## src/rtl/vram_console_writer.sv

```systemverilog
// Character console that turns a byte stream into VRAM cell writes, handling
// cursor control codes, full-screen clear and a read/copy scroll of the text plane.
module vram_console_writer #(
    parameter int COLS           = 64,
    parameter int ROWS           = 30,
    parameter int CLEAR_ON_RESET = 1
) (
    input  logic        CLK,
    input  logic        RESET,
    input  logic        TX_VALID,
    input  logic [7:0]  TX_DATA,
    output logic        TX_READY,
    output logic        VRAM_CS,
    output logic        VRAM_WR,
    output logic [10:0] VRAM_A,
    output logic [7:0]  VRAM_DO,
    input  logic [7:0]  VRAM_DI,
    input  logic        VRAM_WAIT,
    output logic [4:0]  CUR_ROW,
    output logic [5:0]  CUR_COL,
    output logic        BUSY
);
    typedef enum logic [2:0] {
        S_RESET_CLR, S_IDLE, S_PUT, S_SCR_RD, S_SCR_WR, S_FILL, S_CLS
    } state_t;

    localparam logic [10:0] COLS_A     = 11'(COLS);
    localparam logic [10:0] LAST_A     = 11'(ROWS * COLS - 1);
    localparam logic [10:0] SCR_LAST_A = 11'((ROWS - 1) * COLS - 1);
    localparam logic [4:0]  ROW_LAST   = 5'(ROWS - 1);
    localparam logic [5:0]  COL_LAST   = 6'(COLS - 1);
    localparam logic [7:0]  SPACE      = 8'h20;

    state_t      r_state;
    logic        r_cs, r_wr, r_ready, r_wrap;
    logic [10:0] r_a;
    logic [7:0]  r_do;
    logic [4:0]  r_row;
    logic [5:0]  r_col;

    logic        w_done;
    logic [10:0] w_cur_addr;

    assign w_done     = r_cs & ~VRAM_WAIT;
    assign w_cur_addr = {6'd0, r_row} * COLS_A + {5'd0, r_col};

    assign TX_READY = r_ready;
    assign VRAM_CS  = r_cs;
    assign VRAM_WR  = r_wr;
    assign VRAM_A   = r_a;
    assign VRAM_DO  = r_do;
    assign CUR_ROW  = r_row;
    assign CUR_COL  = r_col;
    assign BUSY     = (r_state != S_IDLE);

    always_ff @(posedge CLK or posedge RESET) begin
        if (RESET) begin
            r_state <= S_RESET_CLR;
            r_cs    <= 1'b0;
            r_wr    <= 1'b0;
            r_a     <= '0;
            r_do    <= '0;
            r_ready <= 1'b0;
            r_row   <= '0;
            r_col   <= '0;
            r_wrap  <= 1'b0;
        end else begin
            case (r_state)
                // RESET_CLR starts with the bus idle; once its first access is issued it runs as CLS
                S_RESET_CLR, S_CLS: begin
                    if (!r_cs) begin
                        if (CLEAR_ON_RESET != 0) begin
                            r_cs <= 1'b1;
                            r_wr <= 1'b1;
                            r_a  <= '0;
                            r_do <= SPACE;
                        end else begin
                            r_state <= S_IDLE;
                            r_ready <= 1'b1;
                        end
                    end else if (w_done) begin
                        if (r_a == LAST_A) begin
                            r_cs    <= 1'b0;
                            r_wr    <= 1'b0;
                            r_state <= S_IDLE;
                            r_ready <= 1'b1;
                            r_row   <= '0;
                            r_col   <= '0;
                        end else begin
                            r_a <= r_a + 11'd1;
                        end
                    end
                end
                S_IDLE: begin
                    if (TX_VALID && r_ready) begin
                        if (TX_DATA >= 8'h20) begin
                            r_state <= S_PUT;
                            r_ready <= 1'b0;
                            r_cs    <= 1'b1;
                            r_wr    <= 1'b1;
                            r_a     <= w_cur_addr;
                            r_do    <= TX_DATA;
                        end else begin
                            case (TX_DATA)
                                8'h0D: r_col <= '0;
                                8'h0A: begin
                                    if (r_row != ROW_LAST) begin
                                        r_row <= r_row + 5'd1;
                                    end else begin
                                        r_state <= S_SCR_RD;
                                        r_ready <= 1'b0;
                                        r_cs    <= 1'b1;
                                        r_wr    <= 1'b0;
                                        r_a     <= COLS_A;
                                        r_wrap  <= 1'b0;
                                    end
                                end
                                8'h08: begin
                                    if (r_col != 6'd0) r_col <= r_col - 6'd1;
                                end
                                8'h0C: begin
                                    r_state <= S_CLS;
                                    r_ready <= 1'b0;
                                    r_cs    <= 1'b1;
                                    r_wr    <= 1'b1;
                                    r_a     <= '0;
                                    r_do    <= SPACE;
                                end
                                default: ;
                            endcase
                        end
                    end
                end
                S_PUT: begin
                    if (w_done) begin
                        if (r_col != COL_LAST) begin
                            r_col   <= r_col + 6'd1;
                            r_cs    <= 1'b0;
                            r_wr    <= 1'b0;
                            r_state <= S_IDLE;
                            r_ready <= 1'b1;
                        end else if (r_row != ROW_LAST) begin
                            r_col   <= '0;
                            r_row   <= r_row + 5'd1;
                            r_cs    <= 1'b0;
                            r_wr    <= 1'b0;
                            r_state <= S_IDLE;
                            r_ready <= 1'b1;
                        end else begin
                            // Bottom-right wrap: column returns to 0 only when the scroll finishes
                            r_state <= S_SCR_RD;
                            r_wr    <= 1'b0;
                            r_a     <= COLS_A;
                            r_wrap  <= 1'b1;
                        end
                    end
                end
                S_SCR_RD: begin
                    if (w_done) begin
                        r_state <= S_SCR_WR;
                        r_wr    <= 1'b1;
                        r_a     <= r_a - COLS_A;
                        r_do    <= VRAM_DI;
                    end
                end
                S_SCR_WR: begin
                    if (w_done) begin
                        if (r_a == SCR_LAST_A) begin
                            r_state <= S_FILL;
                            r_a     <= r_a + 11'd1;
                            r_do    <= SPACE;
                        end else begin
                            r_state <= S_SCR_RD;
                            r_wr    <= 1'b0;
                            r_a     <= r_a + COLS_A + 11'd1;
                        end
                    end
                end
                S_FILL: begin
                    if (w_done) begin
                        if (r_a == LAST_A) begin
                            r_cs    <= 1'b0;
                            r_wr    <= 1'b0;
                            r_state <= S_IDLE;
                            r_ready <= 1'b1;
                            if (r_wrap) r_col <= '0;
                        end else begin
                            r_a <= r_a + 11'd1;
                        end
                    end
                end
                default: begin
                    r_state <= S_IDLE;
                    r_cs    <= 1'b0;
                    r_ready <= 1'b1;
                end
            endcase
        end
    end
endmodule
```

## config.mk

```make
export PLATFORM = sky130hd
export DESIGN_NAME = vram_console_writer
export DESIGN_NICKNAME = d
export VERILOG_FILES = /design/src/rtl/vram_console_writer.sv
export SDC_FILE = /design/constraint.sdc
export NUM_CORES = 1
export LEC_CHECK = 0
export CAP_MARGIN = 15
export CORE_AREA = 3 3 82 84
export CTS_CLUSTER_SIZE = 8
export DETAILED_ROUTE_END_ITERATION = 10
export DIE_AREA = 0 0 85 87
export GPL_TIMING_DRIVEN = 0
export PLACE_DENSITY = 0.86
export SLEW_MARGIN = 15
export SYNTH_ARGS = -nofsm -noshare
export SYNTH_HDL_FRONTEND = slang
export SYNTH_SLANG_ARGS = --single-unit
```

## constraint.sdc

```tcl
create_clock -name CLK -period 3.9 [get_ports CLK]
set_clock_uncertainty 0.05 [all_clocks]
set_input_delay 0.975 -clock CLK [delete_from_list [all_inputs] [get_ports CLK]]
set_output_delay 0.975 -clock CLK [all_outputs]
set_load 0.05 [all_outputs]
```

# Word-level counts from Yosys, hierarchy flattened
# Index checks and enable logic that the tools add are counted.
[totals]
out_inout_bits = 34
reg_bits = 37
inputBits = 20
[op_classes]
n_reduce_logical = 19
n_eq_ne = 39
bitwise = 3
add_sub_neg = 8
mux = 100
n_lt_le_gt_ge = 1
[ops]
columns = ["cell", "n"]
rows = [
  ["2-to-1 mux 11 bit", 11],
  ["2-to-1 mux 6 bit", 12],
  ["one-hot mux 11 bit (6 select lines)", 1],
  ["2-to-1 mux 8 bit", 7],
  ["2-to-1 mux 5 bit", 9],
  ["2-to-1 mux 1 bit", 34],
  ["!= test 2 bit (second input constant)", 17],
  ["== test 8 x 4 -> 1 bit (second input constant)", 4],
  ["one-hot mux 8 bit (4 select lines)", 1],
  ["2-to-1 mux 3 bit", 10],
  ["AND reduction 7 bit", 4],
  ["one-hot mux 6 bit (4 select lines)", 1],
  ["AND reduction 8 bit", 3],
  ["adder 11 x 1 -> 11 bit (second input constant)", 2],
  ["== test 11 bit (second input constant)", 2],
  ["one-hot mux 11 bit (2 select lines)", 1],
  ["one-hot mux 3 bit (6 select lines)", 1],
  ["one-hot mux 5 bit (3 select lines)", 1],
  ["AND reduction 13 bit", 1],
  ["one-hot mux 6 bit (2 select lines)", 1],
  ["nonzero test 6 bit", 2],
  ["adder 11 x 6 -> 11 bit", 1],
  ["adder 11 x 7 -> 11 bit (second input constant)", 1],
  ["subtractor 11 x 7 -> 11 bit (second input constant)", 1],
  ["other kinds (29)", 42],
]

# Logic depth before layout (Yosys ltp)
[logic_depth]
ltp_word = 6
depth_mapped = 10

# Least setup slack after synthesis
# Ideal clock, no wire load.
[synth_path]
path_kind = "input to register"
from = "input port VRAM_WAIT"
to = "register r_a[0], in the netlist VRAM_A[0]"
arrival_ns = 2.570
path_buffers = 2
stages = 8
setup_slack_ns = 1.157
setup_ns = 0.124
path_cell_list = "nand2b_1 > clkbuf_1 > a22oi_2 > mux2i_1 > or2_1 > buf_2 > or3_4 > o31a_1"
[synth_via]
elab_chain_cells = 5
[synth_lines]
columns = ["item", "line_no", "source"]
rows = [
  ["start, declared", "18", "input logic VRAM_WAIT,"],
  ["NOT 1 bit *", "44", "assign w_done = r_cs & ~VRAM_WAIT;"],
  ["AND 1 bit *", "44", ""],
  ["2-to-1 mux 11 bit (2 in a row)", "n/a", ""],
  ["one-hot mux 11 bit (6 select lines)", "n/a", ""],
  ["end signal, assigned", "90", "r_a <= r_a + 11'd1;"],
  ["end signal, assigned", "101", "r_a <= w_cur_addr;"],
  ["end signal, assigned", "162", "r_a <= r_a - COLS_A;"],
  ["end, declared", "36", "logic [10:0] r_a;"],
]
# Every way passes the cells marked *; elsewhere a longest branch is shown, timed or not.
# A chain may end at the register's enable or synchronous reset.

# Worst setup path after layout
[layout_path]
from = "input port VRAM_WAIT"
to = "register r_row[0], in the netlist CUR_ROW[0]"
[layout_via]
elab_chain_cells = 4
[layout_lines]
columns = ["item", "line_no", "source"]
rows = [
  ["NOT 1 bit *", "44", ""],
  ["AND 1 bit *", "44", ""],
  ["!= test 2 bit (no source line)", "n/a", ""],
  ["AND reduction 9 bit (no source line) *", "n/a", ""],
  ["end signal, assigned", "108", "r_row <= r_row + 5'd1;"],
  ["end signal, assigned", "144", "r_row <= r_row + 5'd1;"],
  ["end, declared", "38", "logic [4:0] r_row;"],
]
# Marks and branches as above.

==> metrics.cfg <==
[place]
gp_congestion=1.01
place_hpwl_um=8000
io_buffer_count=53

[cells_and_area]
mostFrequentLayoutCells=clkdlybuf4s50_1 (53), dfrtp_1 (37), nand2_1 (31), o21ai_0 (25), a21oi_1 (23)
regArea_um2=926
final_common_cell=clkdlybuf4s50_1
num_antenna_cells=0
multi_input_area_mm2=0.00218
area_delta_synth_final_pct=23.2
fin_nets=481
fill_cells=495
drive_gt1_frac=0.115

[route]
drc=0
drt_iter0_markers=359
viasPerCell=6.87
ant_nets=0
wl_per_cell_um=20.5
drt_pre_antenna_iters=6
vias=3622
drt_wl_total_um=10800

[grt]
grtUsageTotal=0.287
antenna_found_initial=0
grt_pass1_wl_um=17000
grt_pass1_vias=3287
grt_max_degree=27
grt_overflow=0

[critical_path]
worst_ep_arrival_time_ns=3.60
worst-setup-path-type=in2reg
start_kind=input pin
end_kind=flop
crit_required_ns=4.09
crit_path_max_fanout=9

[synthesis]
ys_seq_elements=37
synth_xor_area_frac=0.0187
synth_fp_nets=420
synthMuxAreaShare=0.0337
yosys.cell_types.count=82
synth_area_mm2=0.00327
synthAdderAreaFrac=0.0413
synth_top_family_by_area=simple AND/OR/NAND/NOR gates
synth_edf_count=0
synth-simple-area-share=0.288
synthArstFlopShare=1.00
ys_seq_area_frac=0.283
syn_area_per_cell_um2=8.39
ys.flop_type=dfrtp_1
yosys_warnings=0
synthCells=390
synth_compound_gate_area_share=0.283

[floorplanning]
die_h_um=87
coreArea_mm2=0.00599
fp.dieArea_mm2=0.00740
ios=54
start_util=0.546
num_rows=28
die_x_um=85

[timing]
rsz0062_at_grt=no
fin_tns_setup_ns=0
fin_crit_ns=3.41
maxSlewViolCount=0
relSlewSlack=0.224
setup_viol=0
report.final.hold_viol_count=0
min_period_over_period=0.874
holdWs_ns=0.444
worst_pin_slew_ns=1.16
fmax_mhz=293

[clocking]
clock_path_buffers=2
cts-root-buf=clkbuf_8
ctsHoldBuffers=0
cts_buffers=5
clk_pin_slew_ns=0.09
clock_latency_ns=0.31
h-tree-depth=2
postCtsSetupBuffers=0
cts_tree=built
clkSinkCount=37
cts-resized-gates=0

[run]
cap_violations=0

[worst_hold_path]
min_path_type=reg2reg

[outcome]
status=completed

[power_and_ir_drop]
powerDensity_mw_per_mm2=199
vdd_drop_max_mv=0.210
power.leakage_uw=0.00160

-- cell families (layout without fill, tap and decap cells) --
group                      after synthesis  count (layout)
buffers and inverters                   38             100
adders and majority gates               11              11
xor gates and xnor gates                 7               7
muxes                                   10              10
AOI/OAI and AO/OA                      131             131
DFF                                     37              37
and+or+nand+nor                        156             156
-- flip-flops by register name, summed over array words and instances (netlist names) --
name,flops
CUR_ROW,5
VRAM_A,11
VRAM_DO,8
CUR_COL,6
r_wrap,1
VRAM_CS,1
r_state,3
VRAM_WR,1
TX_READY,1
-- per-stage QoR --
| stage | cells | setup slack [ns] | area, um^2 | utilization | power (uW) |
|---|---|---|---|---|---|
| global placement | 518 | 0.270 | 3890 | 0.650 | 443 |
| finish | 527 | 0.490 | 4030 | 0.673 | 801 |
| detailed placement | 519 | 0.287 | 3920 | 0.654 | 446 |
| global route | 527 | 0.449 | 4030 | 0.673 | 809 |
| floorplan | 390 | 1.16 | 3270 | - | 414 |
| CTS | 527 | 0.550 | 4030 | 0.673 | 793 |
-- power breakdown --
part / switching (uW) / total (uW) / internal (uW) / leakage (uW)
clock: 169 / 360 / 192 / 0.0000543
combinational: 29.3 / 57.2 / 27.9 / 0.00106
sequential: 0 / 383 / 383 / 0.000486
-- worst paths after layout --
check	to	depth (start not counted)	startpoint	slack, ns
worst max-delay path	CUR_ROW[0]	8	VRAM_WAIT	0.49
worst min-delay path	VRAM_DO[4]	1	VRAM_DO[4]	0.44
worst max register to register	VRAM_DO[6]	9	VRAM_A[7]	0.90
worst min register to register	VRAM_DO[4]	1	VRAM_DO[4]	0.44
max in group asynchronous	CUR_COL[0]	3	RESET	2.47
min in group asynchronous	VRAM_A[7]	2	RESET	0.88
-- per-layer routing --
| layer | global-route usage | routed length [um] | share of wire | up-vias |
|---|---|---|---|---|
| met2 | 0.453 | 4920 | 0.45 | 237 |
| li1 | - | - | - | 1628 |
| met5 | 0 | 0 | 0 | - |
| met1 | 0.395 | 4550 | 0.42 | 1718 |
| met4 | 0.102 | 328 | 0.030 | 0 |
| met3 | 0.0539 | 1010 | 0.094 | 39 |
-- cell usage after synthesis (3+ instances only) --
cell | n | area, um^2
a22oi_1 | 6 | 45.0
a21oi_1 | 23 | 115
a21o_1 | 4 | 30.0
nor3b_1 | 5 | 37.5
and3_1 | 4 | 25.0
buf_4 | 3 | 22.5
nand2b_1 | 3 | 18.8
nand4_1 | 7 | 43.8
or3_1 | 6 | 37.5
and2_1 | 6 | 37.5
ha_1 | 10 | 125
o21ai_0 | 25 | 125
clkbuf_1 | 10 | 37.5
a31oi_1 | 7 | 43.8
o2111ai_1 | 3 | 26.3
nor2b_1 | 6 | 37.5
mux2_2 | 6 | 67.6
nand3_1 | 12 | 60.1
buf_2 | 10 | 50.1
nor3_1 | 16 | 80.1
and4_1 | 6 | 52.6
nand2_1 | 31 | 116
o2bb2ai_1 | 5 | 43.8
o22ai_1 | 4 | 25.0
o31ai_1 | 5 | 37.5
nor4_1 | 9 | 56.3
nor2_1 | 20 | 75.1
xnor2_1 | 6 | 52.6
a22o_1 | 10 | 87.6
dfrtp_1 | 37 | 926
inv_1 | 12 | 45.0
o41ai_1 | 6 | 52.6
-- critical path, cell delays in order --
cell	delay [ns]
clkdlybuf4s50_1	0.45
nand2b_1	0.15
clkbuf_1	0.25
nor4_1	0.84
or4_1	0.29
nand3_2	0.18
or3_1	0.40
nand2_1	0.07
-- cell type report --
cell class / instances / share of cell area
repair buffers: 54 / 0.137
flip-flops and latches: 37 / 0.230
inverters: 13 / 0.0121
multi-input cells: 315 / 0.540
clock buffers: 5 / 0.0171
plain buffers: 25 / 0.0298
clock inverters: 3 / 0.0115
well taps: 75 / 0.0233
No activity file was read; power rests on OpenSTA's default activity.
